**config.mk**
```make
export PLATFORM = sky130hd
export DESIGN_NAME = mmcm_drp_reconfig_master
export DESIGN_NICKNAME = d
export VERILOG_FILES = /design/src/rtl/mmcm_drp_reconfig_master.sv
export SDC_FILE = /design/constraint.sdc
export NUM_CORES = 1
export LEC_CHECK = 0
export CAP_MARGIN = 10
export CORE_MARGIN = 2
export CORE_UTILIZATION = 47
export DETAILED_ROUTE_END_ITERATION = 8
export HOLD_SLACK_MARGIN = 0.1
export MAX_ROUTING_LAYER = met4
export PLACE_DENSITY = 0.84
export SYNTH_ARGS = -nofsm -noshare
export SYNTH_HDL_FRONTEND = slang
export SYNTH_SLANG_ARGS = --single-unit
```
**constraint.sdc**
```tcl
create_clock -name clkin_int -period 2.7 [get_ports clkin_int]
set_clock_uncertainty 0.05 [all_clocks]
set_input_delay 0.27 -clock clkin_int [delete_from_list [all_inputs] [get_ports clkin_int]]
set_output_delay 0.27 -clock clkin_int [all_outputs]
set_load 0.01 [all_outputs]
```
**src/rtl/mmcm_drp_reconfig_master.sv**
```systemverilog
// DRP read-modify-write master for one MMCME2 register, with MMCM reset and relock sequencing.
// Optional drdy/lock timeouts with a sticky error flag are enabled by defining MMCM_DRP_TIMEOUT_EN.
module mmcm_drp_reconfig_master #(
   parameter int ADDR_W       = 7,
   parameter int DATA_W       = 16,
   parameter int DRDY_TIMEOUT = 64,
   parameter int LOCK_TIMEOUT = 1024
) (
   input  logic              clkin_int,
   input  logic              reset_int,
   input  logic              req_valid,
   output logic              req_ready,
   input  logic [ADDR_W-1:0] req_addr,
   input  logic [DATA_W-1:0] req_data,
   input  logic [DATA_W-1:0] req_mask,
   output logic              resp_valid,
   output logic [DATA_W-1:0] resp_rdata,
   output logic              resp_err,
   output logic [ADDR_W-1:0] drp_daddr,
   output logic              drp_den,
   output logic              drp_dwe,
   output logic [DATA_W-1:0] drp_di,
   input  logic [DATA_W-1:0] drp_do,
   input  logic              drp_drdy,
   output logic              mmcm_rst,
   input  logic              mmcm_locked
);
   // state | meaning
   // IDLE ready | ASSERT_RST reset MMCM | RD_REQ/RD_WAIT read access | WR_REQ/WR_WAIT write access
   // RELEASE 2-cycle reset release | LOCK_WAIT wait LOCKED | DONE response pulse
   typedef enum logic [3:0] {
      S_IDLE, S_ASSERT_RST, S_RD_REQ, S_RD_WAIT, S_WR_REQ,
      S_WR_WAIT, S_RELEASE, S_LOCK_WAIT, S_DONE
   } state_t;

   localparam int CW = $clog2(((DRDY_TIMEOUT > LOCK_TIMEOUT) ? DRDY_TIMEOUT : LOCK_TIMEOUT) + 1);
   localparam logic [CW-1:0] DRDY_LAST = CW'(DRDY_TIMEOUT - 1);
   localparam logic [CW-1:0] LOCK_LAST = CW'(LOCK_TIMEOUT - 1);

   state_t            state, state_nxt;
   logic [ADDR_W-1:0] addr_q;
   logic [DATA_W-1:0] data_q, mask_q, rd_q, rdata_q;
   logic              rel_q;
   logic              accept, rd_capture;
   logic              drdy_expired, lock_expired;

   always_comb begin
      state_nxt  = state;
      req_ready  = 1'b0;
      mmcm_rst   = 1'b0;
      drp_den    = 1'b0;
      drp_dwe    = 1'b0;
      drp_daddr  = '0;
      drp_di     = '0;
      resp_valid = 1'b0;
      accept     = 1'b0;
      rd_capture = 1'b0;
      case (state)
         S_IDLE: begin
            req_ready = 1'b1;
            if (req_valid) begin
               accept    = 1'b1;
               state_nxt = S_ASSERT_RST;
            end
         end
         S_ASSERT_RST: begin
            mmcm_rst  = 1'b1;
            state_nxt = S_RD_REQ;
         end
         S_RD_REQ: begin
            mmcm_rst  = 1'b1;
            drp_den   = 1'b1;
            drp_daddr = addr_q;
            if (drp_drdy) begin
               rd_capture = 1'b1;
               state_nxt  = S_WR_REQ;
            end else begin
               state_nxt = S_RD_WAIT;
            end
         end
         S_RD_WAIT: begin
            mmcm_rst  = 1'b1;
            drp_daddr = addr_q;
            if (drp_drdy) begin
               rd_capture = 1'b1;
               state_nxt  = S_WR_REQ;
            end else if (drdy_expired) begin
               state_nxt = S_RELEASE;
            end
         end
         S_WR_REQ: begin
            mmcm_rst  = 1'b1;
            drp_den   = 1'b1;
            drp_dwe   = 1'b1;
            drp_daddr = addr_q;
            drp_di    = (rd_q & mask_q) | (data_q & ~mask_q);
            state_nxt = drp_drdy ? S_RELEASE : S_WR_WAIT;
         end
         S_WR_WAIT: begin
            mmcm_rst  = 1'b1;
            drp_daddr = addr_q;
            if (drp_drdy || drdy_expired) state_nxt = S_RELEASE;
         end
         S_RELEASE: begin
            if (rel_q) state_nxt = S_LOCK_WAIT;
         end
         S_LOCK_WAIT: begin
            if (mmcm_locked || lock_expired) state_nxt = S_DONE;
         end
         S_DONE: begin
            resp_valid = 1'b1;
            state_nxt  = S_IDLE;
         end
         default: state_nxt = S_IDLE;
      endcase
   end

   always_ff @(posedge clkin_int or posedge reset_int) begin
      if (reset_int) begin
         state   <= S_IDLE;
         addr_q  <= '0;
         data_q  <= '0;
         mask_q  <= '0;
         rd_q    <= '0;
         rdata_q <= '0;
         rel_q   <= 1'b0;
      end else begin
         state <= state_nxt;
         rel_q <= (state == S_RELEASE) && !rel_q;
         if (accept) begin
            addr_q <= req_addr;
            data_q <= req_data;
            mask_q <= req_mask;
            rd_q   <= '0;
         end else if (rd_capture) begin
            rd_q <= drp_do;
         end
         if (state_nxt == S_DONE && state != S_DONE) rdata_q <= rd_q;
      end
   end

   assign resp_rdata = rdata_q;

`ifdef MMCM_DRP_TIMEOUT_EN
   logic [CW-1:0] cnt_q;
   logic          err_q;
   logic          waiting;

   assign waiting      = (state == S_RD_WAIT) || (state == S_WR_WAIT) || (state == S_LOCK_WAIT);
   assign drdy_expired = (cnt_q == DRDY_LAST);
   assign lock_expired = (cnt_q == LOCK_LAST);

   always_ff @(posedge clkin_int or posedge reset_int) begin
      if (reset_int) begin
         cnt_q <= '0;
         err_q <= 1'b0;
      end else begin
         cnt_q <= (waiting && state_nxt == state) ? cnt_q + CW'(1) : '0;
         if (accept) begin
            err_q <= 1'b0;
         end else if (((state == S_RD_WAIT) || (state == S_WR_WAIT)) && !drp_drdy && drdy_expired) begin
            err_q <= 1'b1;
         end else if ((state == S_LOCK_WAIT) && !mmcm_locked && lock_expired) begin
            err_q <= 1'b1;
         end
      end
   end

   // Gated by DONE so the sticky flag never shows up outside the response pulse.
   assign resp_err = err_q && (state == S_DONE);
`else
   logic unused_timeout_cfg;
   assign unused_timeout_cfg = ^{DRDY_LAST, LOCK_LAST};
   assign drdy_expired       = 1'b0;
   assign lock_expired       = 1'b0;
   assign resp_err           = 1'b0;
`endif

endmodule

```
==> flow_results.org <==
** Status
- Outcome :: completed

** Worst setup path
- For the worst setup path, the data required time is 2.38 ns.
- In this run the register-to-register setup slack is 0.69 ns.
- Maximum fanout along the worst path :: 17
- Crit path DAT :: ~2.1 ns
- STA classifies the critical path startpoint as a flip-flop.
- Beginning of the worst register-to-register path :: state[2]
- The number of cells on the worst reg-to-reg path is 5.
- STA classifies the critical path endpoint as an output pin.
- Crit Path Category :: reg -> out
- Worst R2R End :: mask_q[0]

** Detailed routing
- Total DRC errors in the routed layout :: 0
- 1st-iter DRT viols :: between 70 and 80
- In the routed layout, each cell is associated on average with a via count of approximately 5.
- Post-DR wirelength/cell :: between 15 and 20 um
- Vias after detailed routing :: between 2k and 2.5k
- The detail route stage leaves a number of antenna-violating nets equal to 0.
- Total iterations of the first detailed-routing run :: 4
- Final wirelength :: 7550 um

** Placement
- Final weighted congestion in routability-driven placement :: between 0.8 and 0.9
- Detailed placer's ending HPWL :: 5170 um
- Prior to clock tree synthesis, the placed netlist has a worst setup slack of around 0.38 ns.
- Instance count after placement with tap cells included :: between 400 and 500
- Number of buffers inserted by port buffering :: roughly 100

** Synthesis
- Of all flip-flops after synthesis, the portion carrying an async set or reset was 100%.
- The number of nets handed over by synthesis was 330.
- Sequential area share after synthesis :: between 50% and 60%
- Cells after synthesis :: between 200 and 300
- Most used flip-flop cell after synthesis :: dfrtp_1
- Synth unique cells :: 33
- Syn Std Cell Area :: 0.00347 sq mm
- Syn. warnings :: 0
- Syn Area/Cell :: 12.8 sq um
- Number of enable flip-flop cells after synthesis :: 0
- FF+latch count, synth :: between 70 and 80

** Layout
- The library cells used most frequently in the layout, excluding fill and tap cells, are clkdlybuf4s50_1, dfrtp_1, nand2_1.
- The filler cells instantiated in the layout total 554.
- Register area :: about 0.0019 sq mm
- Core utilization of the finished layout :: 66.1%
- The number of antenna diodes in the final layout is 0.
- Compared with the post-synthesis result, the final layout area differs by 37.5%.
- In the final layout, the share of cells above drive strength 1 is between 20% and 30%.
- The library cell used most frequently in the layout, excluding fill and tap cells, is clkdlybuf4s50_1.
- Post-route insts no fill :: 478
- Summing all multi-input logic gate instances after layout gives 0.00142 sq mm.
- Final Net Count :: 434

** STA
- Derived from the worst setup path, the maximum achievable clock frequency is about 410 MHz.
- Setup violations remaining at the end of the flow were counted as 0.
- Measured against its own limit, the worst slew margin works out to around 66%.
- Portion of the clock cycle consumed by the worst path in the final layout :: between 80% and 90%
- RSZ-0062 raised after global routing :: false
- Final setup margin :: between 0.2 and 0.3 ns
- For the pin with the worst max-slew slack, the measured transition is 0.512 ns.
- Summed over all failing endpoints, the final setup total negative slack is 0 ns.
- Total count of hold-check failures in the final report :: 0
- The worst path needs ~2.4 ns of the cycle, external delays included.
- Pins Over Slew Limit :: 0

** Floorplanning
- Core ar. :: 0.00721 sq mm
- During I/O placement, the number of pins put on the boundary was roughly 110.
- Die Outline Area :: a little over 0.008 sq mm
- The initial utilization of the core area, before any placement, comes to 48.1%.
- The floorplan step set the die height to 89.9 um.
- The initialized floorplan defines 31 standard-cell rows.
- Measured along the x axis, the die boundary spans 89.9 um.

** Clocking
- CTS tree :: built
- The clock passes through at most 2 buffers.
- Root buf cell :: clkbuf_8
- Post-CTS clock slew at the launch and capture registers of the worst setup and hold paths :: ~0.09 ns
- Level count of the clock H-tree :: 3
- The number of setup buffers added after CTS is 0.
- Clock net sink count :: 76
- Hold bufs inserted after CTS :: 0
- Once the clock tree was built, the resizer swapped 0 gates to a different size.
- TritonCTS Buffers :: 9
- The clock reaches the later pin of the worst-skew pair after 0.33 ns.

** GRT
- Summed over all layers, the global routing overflow is 0.
- Number of global-route vias before repair :: 2538
- Global routing used about a fifth of the available tracks.
- Entering global routing, the biggest net connects 56 pins.
- Number of antenna violations at the first check in global routing :: 0
- The first global-routing pass estimated 12600 um of wire.

** Min path
- In this run the worst hold path is classified as in -> async.

** Pwr
- The worst-case IR drop observed on VDD is ~0.52 mV.
- For this design the static power due to leakage is just over 2 nW.
- Power spread over the standard cell area amounts to between 1000 and 1500 mW/mm^2.

** Flow run
- Max Cap Viol :: 0
-- synth_stat cells, drive strengths merged (2+ instances only) --
master | n | area share, %
a21oi | 19 | 2.7
and2 | 9 | 1.6
buf | 13 | 3.9
clkbuf | 6 | 0.65
dfrtp | 76 | 55
inv | 2 | 0.22
mux2 | 55 | 21
mux2i | 16 | 4.6
nand2 | 33 | 3.6
nand3b | 2 | 0.43
nor2 | 21 | 2.3
nor3 | 2 | 0.29
nor4b | 2 | 0.51
-- layout make-up --
class	count	share of cell area [%]
Sequential cell	76	39.9
Tap cell	99	2.60
Timing Repair Buffer	112	23.3
Multi-Input combinational cell	173	29.8
Clock inverter	5	1.29
Clock buffer	11	2.97
Inverter	2	0.157
-- how the worst max path moves through the flow --
stage                    from         end  slack [ns]  cells past startpoint
detailed placement   state[0]   drp_di[9]        0.38                      3
global route         state[3]   drp_di[2]        0.17                      4
CTS                  state[0]   drp_di[9]       0.008                      3
floorplan           reset_int   addr_q[0]        0.44                      1
finish               state[0]   drp_di[9]        0.28                      3
global placement     state[3]  drp_di[15]        0.46                      4
-- stage by stage --
| stage | power, W | instance area, sq um | hold WS [ns] |
|---|---|---|---|
| CTS | 0.00546 | 4760 | 0.312 |
| global route | 0.00577 | 4770 | 0.335 |
| global placement | 0.00448 | 4560 | 0.384 |
| detailed placement | 0.00457 | 4560 | 0.377 |
| floorplan | 0.00357 | 3470 | 0.348 |
| finish | 0.00542 | 4770 | 0.308 |
-- worst max-delay path, stage by stage, from the launching register on --
cell	delay, ns
dfrtp_1	0.49
or3_4	0.55
nor2_1	0.16
clkdlybuf4s50_1	0.56
-- sequential cells by signal (all words and copies together) (netlist names) --
register and count:
data_q 16, mask_q 16, rd_q 16, resp_rdata 16
addr_q 7, state 4, rel_q 1
-- where the power goes --
part | leakage (nW) | total (W) | switching, W | internal [W]
clock | 0.0918 | 0.000873 | 0.000419 | 0.000454
combinational | 1.04 | 0.00246 | 0.000957 | 0.00150
sequential | 0.946 | 0.00209 | 0.000373 | 0.00171
-- logic make-up (layout without fill, tap and decap cells) --
family	count (synthesis)	in the layout	share of synthesized area, %
AND/OR/NAND/NOR	77	77	10.8
multiplexers	71	71	25.7
buffers and inverters	21	130	4.80
XOR/XNOR	1	1	0.253
other	1	1	0.108
AO/OA/AOI/OAI	23	23	3.54
flip-flops	76	76	54.8
-- layer usage --
metal / up-vias / global-route usage, % / share of wire (%)
li1: 1128 / - / -
met1: 1159 / 26.7 / 47
met2: 68 / 30.9 / 48
met3: 7 / 5.20 / 4.2
met4: 0 / 5.38 / 0.77
met5: - / - / 0
No activity file was read; power rests on OpenSTA's default activity.
